`src/rtl/uart_cmd_parser.sv`:
```
// uart_cmd_parser: frames UART bytes (HEADER, cmd, chk) into control commands
// for the image adjust stage and queues a one-byte ACK/NAK reply.
module uart_cmd_parser #(
    parameter logic [7:0] HEADER         = 8'h55,
    parameter logic [7:0] CHK_KEY        = 8'hFF,
    parameter int         TIMEOUT_CYCLES = 100000,
    parameter logic [7:0] ACK_BYTE       = 8'h06,
    parameter logic [7:0] NAK_BYTE       = 8'h15
) (
    input  logic        sys_clk,
    input  logic        rst_n,
    input  logic [7:0]  rx_data,
    input  logic        rx_valid,
    output logic        command_flag,
    output logic [3:0]  ctrl_command_out,
    output logic [3:0]  value_command_out,
    output logic [7:0]  tx_data,
    output logic        tx_valid,
    input  logic        tx_ready,
    output logic [15:0] frame_ok_cnt,
    output logic [7:0]  err_cnt
);

    localparam int TO_W = (TIMEOUT_CYCLES > 2) ? $clog2(TIMEOUT_CYCLES) : 1;
    localparam logic [TO_W-1:0] TO_LAST = TO_W'(TIMEOUT_CYCLES - 1);

    typedef enum logic [1:0] {
        IDLE    = 2'd0,
        GET_CMD = 2'd1,
        GET_CHK = 2'd2
    } state_t;

    state_t          state;
    state_t          state_n;
    logic [7:0]      byte_q;
    logic            byte_v;
    logic [7:0]      cmd_r;
    logic [TO_W-1:0] to_cnt;
    logic            to_hit;
    logic            issue;
    logic            nak;
    logic            tmo;

    assign to_hit = (to_cnt == TO_LAST);

    // Register the incoming byte so framing works off a clean, aligned copy.
    always_ff @(posedge sys_clk or negedge rst_n) begin
        if (!rst_n) begin
            byte_q <= 8'h00;
            byte_v <= 1'b0;
        end else begin
            byte_q <= rx_data;
            byte_v <= rx_valid;
        end
    end

    // FSM state register.
    always_ff @(posedge sys_clk or negedge rst_n) begin
        if (!rst_n) begin
            state <= IDLE;
        end else begin
            state <= state_n;
        end
    end

    // Next-state and per-cycle event decode (command, NAK, timeout).
    always_comb begin
        state_n = state;
        issue   = 1'b0;
        nak     = 1'b0;
        tmo     = 1'b0;
        unique case (state)
            IDLE: begin
                if (byte_v && byte_q == HEADER) begin
                    state_n = GET_CMD;
                end
            end
            GET_CMD: begin
                if (byte_v) begin
                    state_n = GET_CHK;
                end else if (to_hit) begin
                    state_n = IDLE;
                    tmo     = 1'b1;
                end
            end
            GET_CHK: begin
                if (byte_v) begin
                    if (byte_q == (cmd_r ^ CHK_KEY)) begin
                        issue   = 1'b1;
                        state_n = IDLE;
                    end else begin
                        nak     = 1'b1;
                        state_n = (byte_q == HEADER) ? GET_CMD : IDLE;
                    end
                end else if (to_hit) begin
                    state_n = IDLE;
                    tmo     = 1'b1;
                end
            end
            default: state_n = IDLE;
        endcase
    end

    // Latch the command byte of the frame in progress.
    always_ff @(posedge sys_clk or negedge rst_n) begin
        if (!rst_n) begin
            cmd_r <= 8'h00;
        end else if (state == GET_CMD && byte_v) begin
            cmd_r <= byte_q;
        end
    end

    // Inter-byte gap counter; idle outside a frame, restarted by every byte.
    always_ff @(posedge sys_clk or negedge rst_n) begin
        if (!rst_n) begin
            to_cnt <= '0;
        end else if (state == IDLE || byte_v || to_hit) begin
            to_cnt <= '0;
        end else begin
            to_cnt <= to_cnt + 1'b1;
        end
    end

    // Command outputs: one-cycle flag, nibbles held until the next command.
    always_ff @(posedge sys_clk or negedge rst_n) begin
        if (!rst_n) begin
            command_flag      <= 1'b0;
            ctrl_command_out  <= 4'h0;
            value_command_out <= 4'h0;
        end else begin
            command_flag <= issue;
            if (issue) begin
                ctrl_command_out  <= cmd_r[7:4];
                value_command_out <= cmd_r[3:0];
            end
        end
    end

    // Single-entry reply slot; a reply arriving while it is full is dropped.
    always_ff @(posedge sys_clk or negedge rst_n) begin
        if (!rst_n) begin
            tx_data  <= 8'h00;
            tx_valid <= 1'b0;
        end else if (!tx_valid) begin
            if (issue || nak) begin
                tx_data  <= issue ? ACK_BYTE : NAK_BYTE;
                tx_valid <= 1'b1;
            end
        end else if (tx_ready) begin
            tx_valid <= 1'b0;
        end
    end

    // Frame statistics: good frames wrap, errors saturate.
    always_ff @(posedge sys_clk or negedge rst_n) begin
        if (!rst_n) begin
            frame_ok_cnt <= 16'h0000;
            err_cnt      <= 8'h00;
        end else begin
            if (issue) begin
                frame_ok_cnt <= frame_ok_cnt + 16'd1;
            end
            if ((nak || tmo) && err_cnt != 8'hFF) begin
                err_cnt <= err_cnt + 8'd1;
            end
        end
    end

endmodule

```
`config.mk`:
```
export PLATFORM = sky130hd
export DESIGN_NAME = uart_cmd_parser
export DESIGN_NICKNAME = d
export VERILOG_FILES = /design/src/rtl/uart_cmd_parser.sv
export SDC_FILE = /design/constraint.sdc
export NUM_CORES = 1
export LEC_CHECK = 0
export BUFFER_PORTS_ARGS = -buffer_cell sky130_fd_sc_hd__buf_2
export CORE_AREA = 8 8 102 104
export CTS_BUF_LIST = sky130_fd_sc_hd__clkbuf_16
export DETAILED_ROUTE_END_ITERATION = 10
export DIE_AREA = 0 0 110 112
export HOLD_SLACK_MARGIN = 0.1
export MAX_ROUTING_LAYER = met4
export PLACE_DENSITY = 0.63
export SLEW_MARGIN = 40
export SYNTH_ARGS = -nofsm -noshare
export SYNTH_HDL_FRONTEND = slang
export SYNTH_SLANG_ARGS = --single-unit
```
`constraint.sdc`:
```
create_clock -name sys_clk -period 5.28 [get_ports sys_clk]
set_input_delay 1.056 -clock sys_clk [delete_from_list [all_inputs] [get_ports sys_clk]]
set_output_delay 1.056 -clock sys_clk [all_outputs]
set_load 0.02 [all_outputs]
```
==> qor.csv <==
metric,value,unit
RePlAce Congestion,0.833,
Seq cells post-synth,73,
initial antenna violation count,0,
Syn. warnings,0,
Worst-Margin Slew,0.664,ns
Die ar.,12300,sq um
CP Launch Point,to_cnt[0],
post-DP HPWL,4560,um
fin cells,447,
"Distinct cells, synth",42,
clk sinks,73,
ANT cells,0,
First DRT Iteration DRCs,98,
vias in the first global route,2252,
Core ar.,8890,sq um
unrepaired setup endpoints after global routing,no,
dpl cells,432,
Buffers on Ports,49,
ys async rst share,1.00,
total CTS buffers,9,
vias after detailed routing,2199,
Ports,54,
synthesis-to-finish area growth,18.6,%
root buf cell,clkbuf_16,
dpl cell area,3680,sq um
Max IR drop VDD,0.145,mV
Post-Syn Instances,275,
CP arrival,2.53,ns
largest net degree at the start of global routing,55,
reg2reg start,to_cnt[0],
design area,3930,sq um
final WL,6300,um
reg2reg path depth,6,
worst setup path end,err_cnt[7],
clk buf depth,2,
Leakage,1.89,nW
"Cell Area, Synth",3320,sq um
Routed WL per cell,14.1,um
worst min path class,flop to flop,
setup bufs post-CTS,0,
CTS resizes,0,
gr usage total,0.113,
Initial Utilization,0.373,
final setup TNS,0,ns
Clock Skews,0.00683,ns
CP max FO,7,
Final WS setup,2.95,ns
register area share after synthesis,0.551,
Routed Antenna Nets,0,
PD cells,381,nW/um^2
"EDFF count, synth",0,
first-pass GRT wire length,10800,um
CTS tree,done,
vias per cell,4.92,
max-cap viol count,0,
R2R Setup Slk,2.95,ns
final setup fails,0,
"Req. time, crit path",5.48,ns
"Hold-fix buffers, CTS",0,
final hold vios,0,
clk_lat worst skew,0.32,ns
fillers,824,
final slew viol count,0,
Final period util,0.441,
type of origin of the critical path,flop,
Die W,110,um
Final Core Density,0.443,
syn avg cell area,12.1,sq um
register clock-pin slew on the reported worst setup and hold paths,0.06,ns
Final min period,2.33,ns
Setup crit end kind,flop,
CP Class,flop to flop,
Setup WS pre-CTS,2.96,ns
htree depth,3,
Synth Flop Type,dfrtp_1,
FMAX,0.429,GHz
drt first pass iters,4,
overall die height,112,um
Slew HR,0.556,
residual DRC count,0,
nets,351,
layout cell share with drive strength beyond 1,0.262,
Site Rows,35,
aggregate global routing overflow,0,
status,finished clean,
reg2reg end,err_cnt[7],
==> power breakdown <==
group          switching [mW]  total [mW]  internal, mW
registers              0.0652       0.695         0.630
logic                   0.171       0.292         0.121
clock network           0.206       0.513         0.307
total                   0.443        1.50          1.06
==> cell type report <==
cell class                 count  area [sq um]  area share
clock buffer                   9           225      0.0573
clock inverter                 6          27.5     0.00700
sequential                    73          1830       0.464
inverter                       7          26.3     0.00668
multi-input combinational    190          1430       0.363
tap                          111           139      0.0353
timing repair buffer          51           260      0.0662
==> metal layers <==
metal	global-route usage	share of wire
met1	0.140	0.45
met3	0.0312	0.078
met2	0.167	0.45
met4	0.0486	0.013
met5	-	0
==> layout by cell type, fill, tap and decap left out, types with 2 or more instances in the layout <==
cell type | netlist | layout
a211oi_2 | 5 | 5
or2_2 | 2 | 2
mux2_2 | 14 | 14
xor2_1 | 23 | 23
mux2_1 | 7 | 7
xnor2_1 | 20 | 20
buf_4 | 5 | 2
nor3_1 | 2 | 2
and3_1 | 10 | 10
nor2_1 | 25 | 25
conb_1 | 1 | 4
inv_1 | 7 | 8
clkinv_1 | 0 | 3
nand2_1 | 15 | 15
a21oi_1 | 2 | 2
and4_1 | 3 | 3
nand3_1 | 12 | 12
nor4b_1 | 2 | 2
ha_1 | 7 | 7
dfrtp_1 | 73 | 73
buf_2 | 1 | 49
mux2i_1 | 2 | 2
clkbuf_16 | 0 | 9
nand4_1 | 15 | 15
nand4bb_1 | 2 | 2
==> stage by stage <==
| stage | power [mW] | hold slack [ns] |
|---|---|---|
| floorplan | 0.910 | 0.455 |
| global placement | 0.991 | 0.453 |
| detailed placement | 1.00 | 0.458 |
| CTS | 1.52 | 0.470 |
| global route | 1.58 | 0.480 |
| finish | 1.50 | 0.466 |
==> worst max-delay path, cell delays in order (launching register included) <==
cell,delay [ns]
dfrtp_1,0.38
ha_1,0.23
nand4_1,0.17
or4_4,0.58
nand3b_4,0.24
a211oi_2,0.28
mux2_1,0.34
==> cell usage after synthesis, types with 2 or more instances <==
cell | number | area (sq um)
nor4b_1 | 2 | 17.5
nor3_1 | 2 | 10.0
buf_4 | 5 | 37.5
mux2_1 | 7 | 78.8
a211oi_2 | 5 | 62.6
a21oi_1 | 2 | 10.0
or2_2 | 2 | 12.5
clkbuf_1 | 2 | 7.51
inv_1 | 7 | 26.3
nor2_1 | 25 | 93.8
ha_1 | 7 | 87.6
mux2i_1 | 2 | 20.0
and4_1 | 3 | 26.3
nand3_1 | 12 | 60.1
nand4bb_1 | 2 | 22.5
nand2_1 | 15 | 56.3
dfrtp_1 | 73 | 1830
xor2_1 | 23 | 201
nand4_1 | 15 | 93.8
and3_1 | 10 | 62.6
mux2_2 | 14 | 158
xnor2_1 | 20 | 175
==> state kept, by name, indices dropped and copies added (netlist names) <==
signal,flops
byte_q,8
byte_v,1
cmd_r,8
command_flag,1
ctrl_command_out,4
err_cnt,8
frame_ok_cnt,16
state,2
to_cnt,17
tx_data,3
tx_valid,1
value_command_out,4
==> cell families after synthesis <==
kind of cell	Yosys count	share of synthesized area
other cells	1	0.00113
flops	73	0.551
fa+ha+maj	7	0.0264
mux	23	0.0773
compound gates	15	0.0411
xor+xnor	43	0.114
buf+inv	15	0.0230
simple gates	98	0.167
==> worst min path at each step <==
stage,cells after the start,start,slack [ns],endpoint
final,1,frame_ok_cnt[15],0.47,frame_ok_cnt[15]
after detailed placement,1,frame_ok_cnt[15],0.46,frame_ok_cnt[15]
after global routing,1,tx_data[2],0.48,tx_data[2]
after CTS,1,frame_ok_cnt[15],0.47,frame_ok_cnt[15]
after floorplan,1,to_cnt[0],0.45,to_cnt[0]
after global placement,1,tx_data[2],0.45,tx_data[2]
Note: power is estimated with default switching activity, not from simulation.
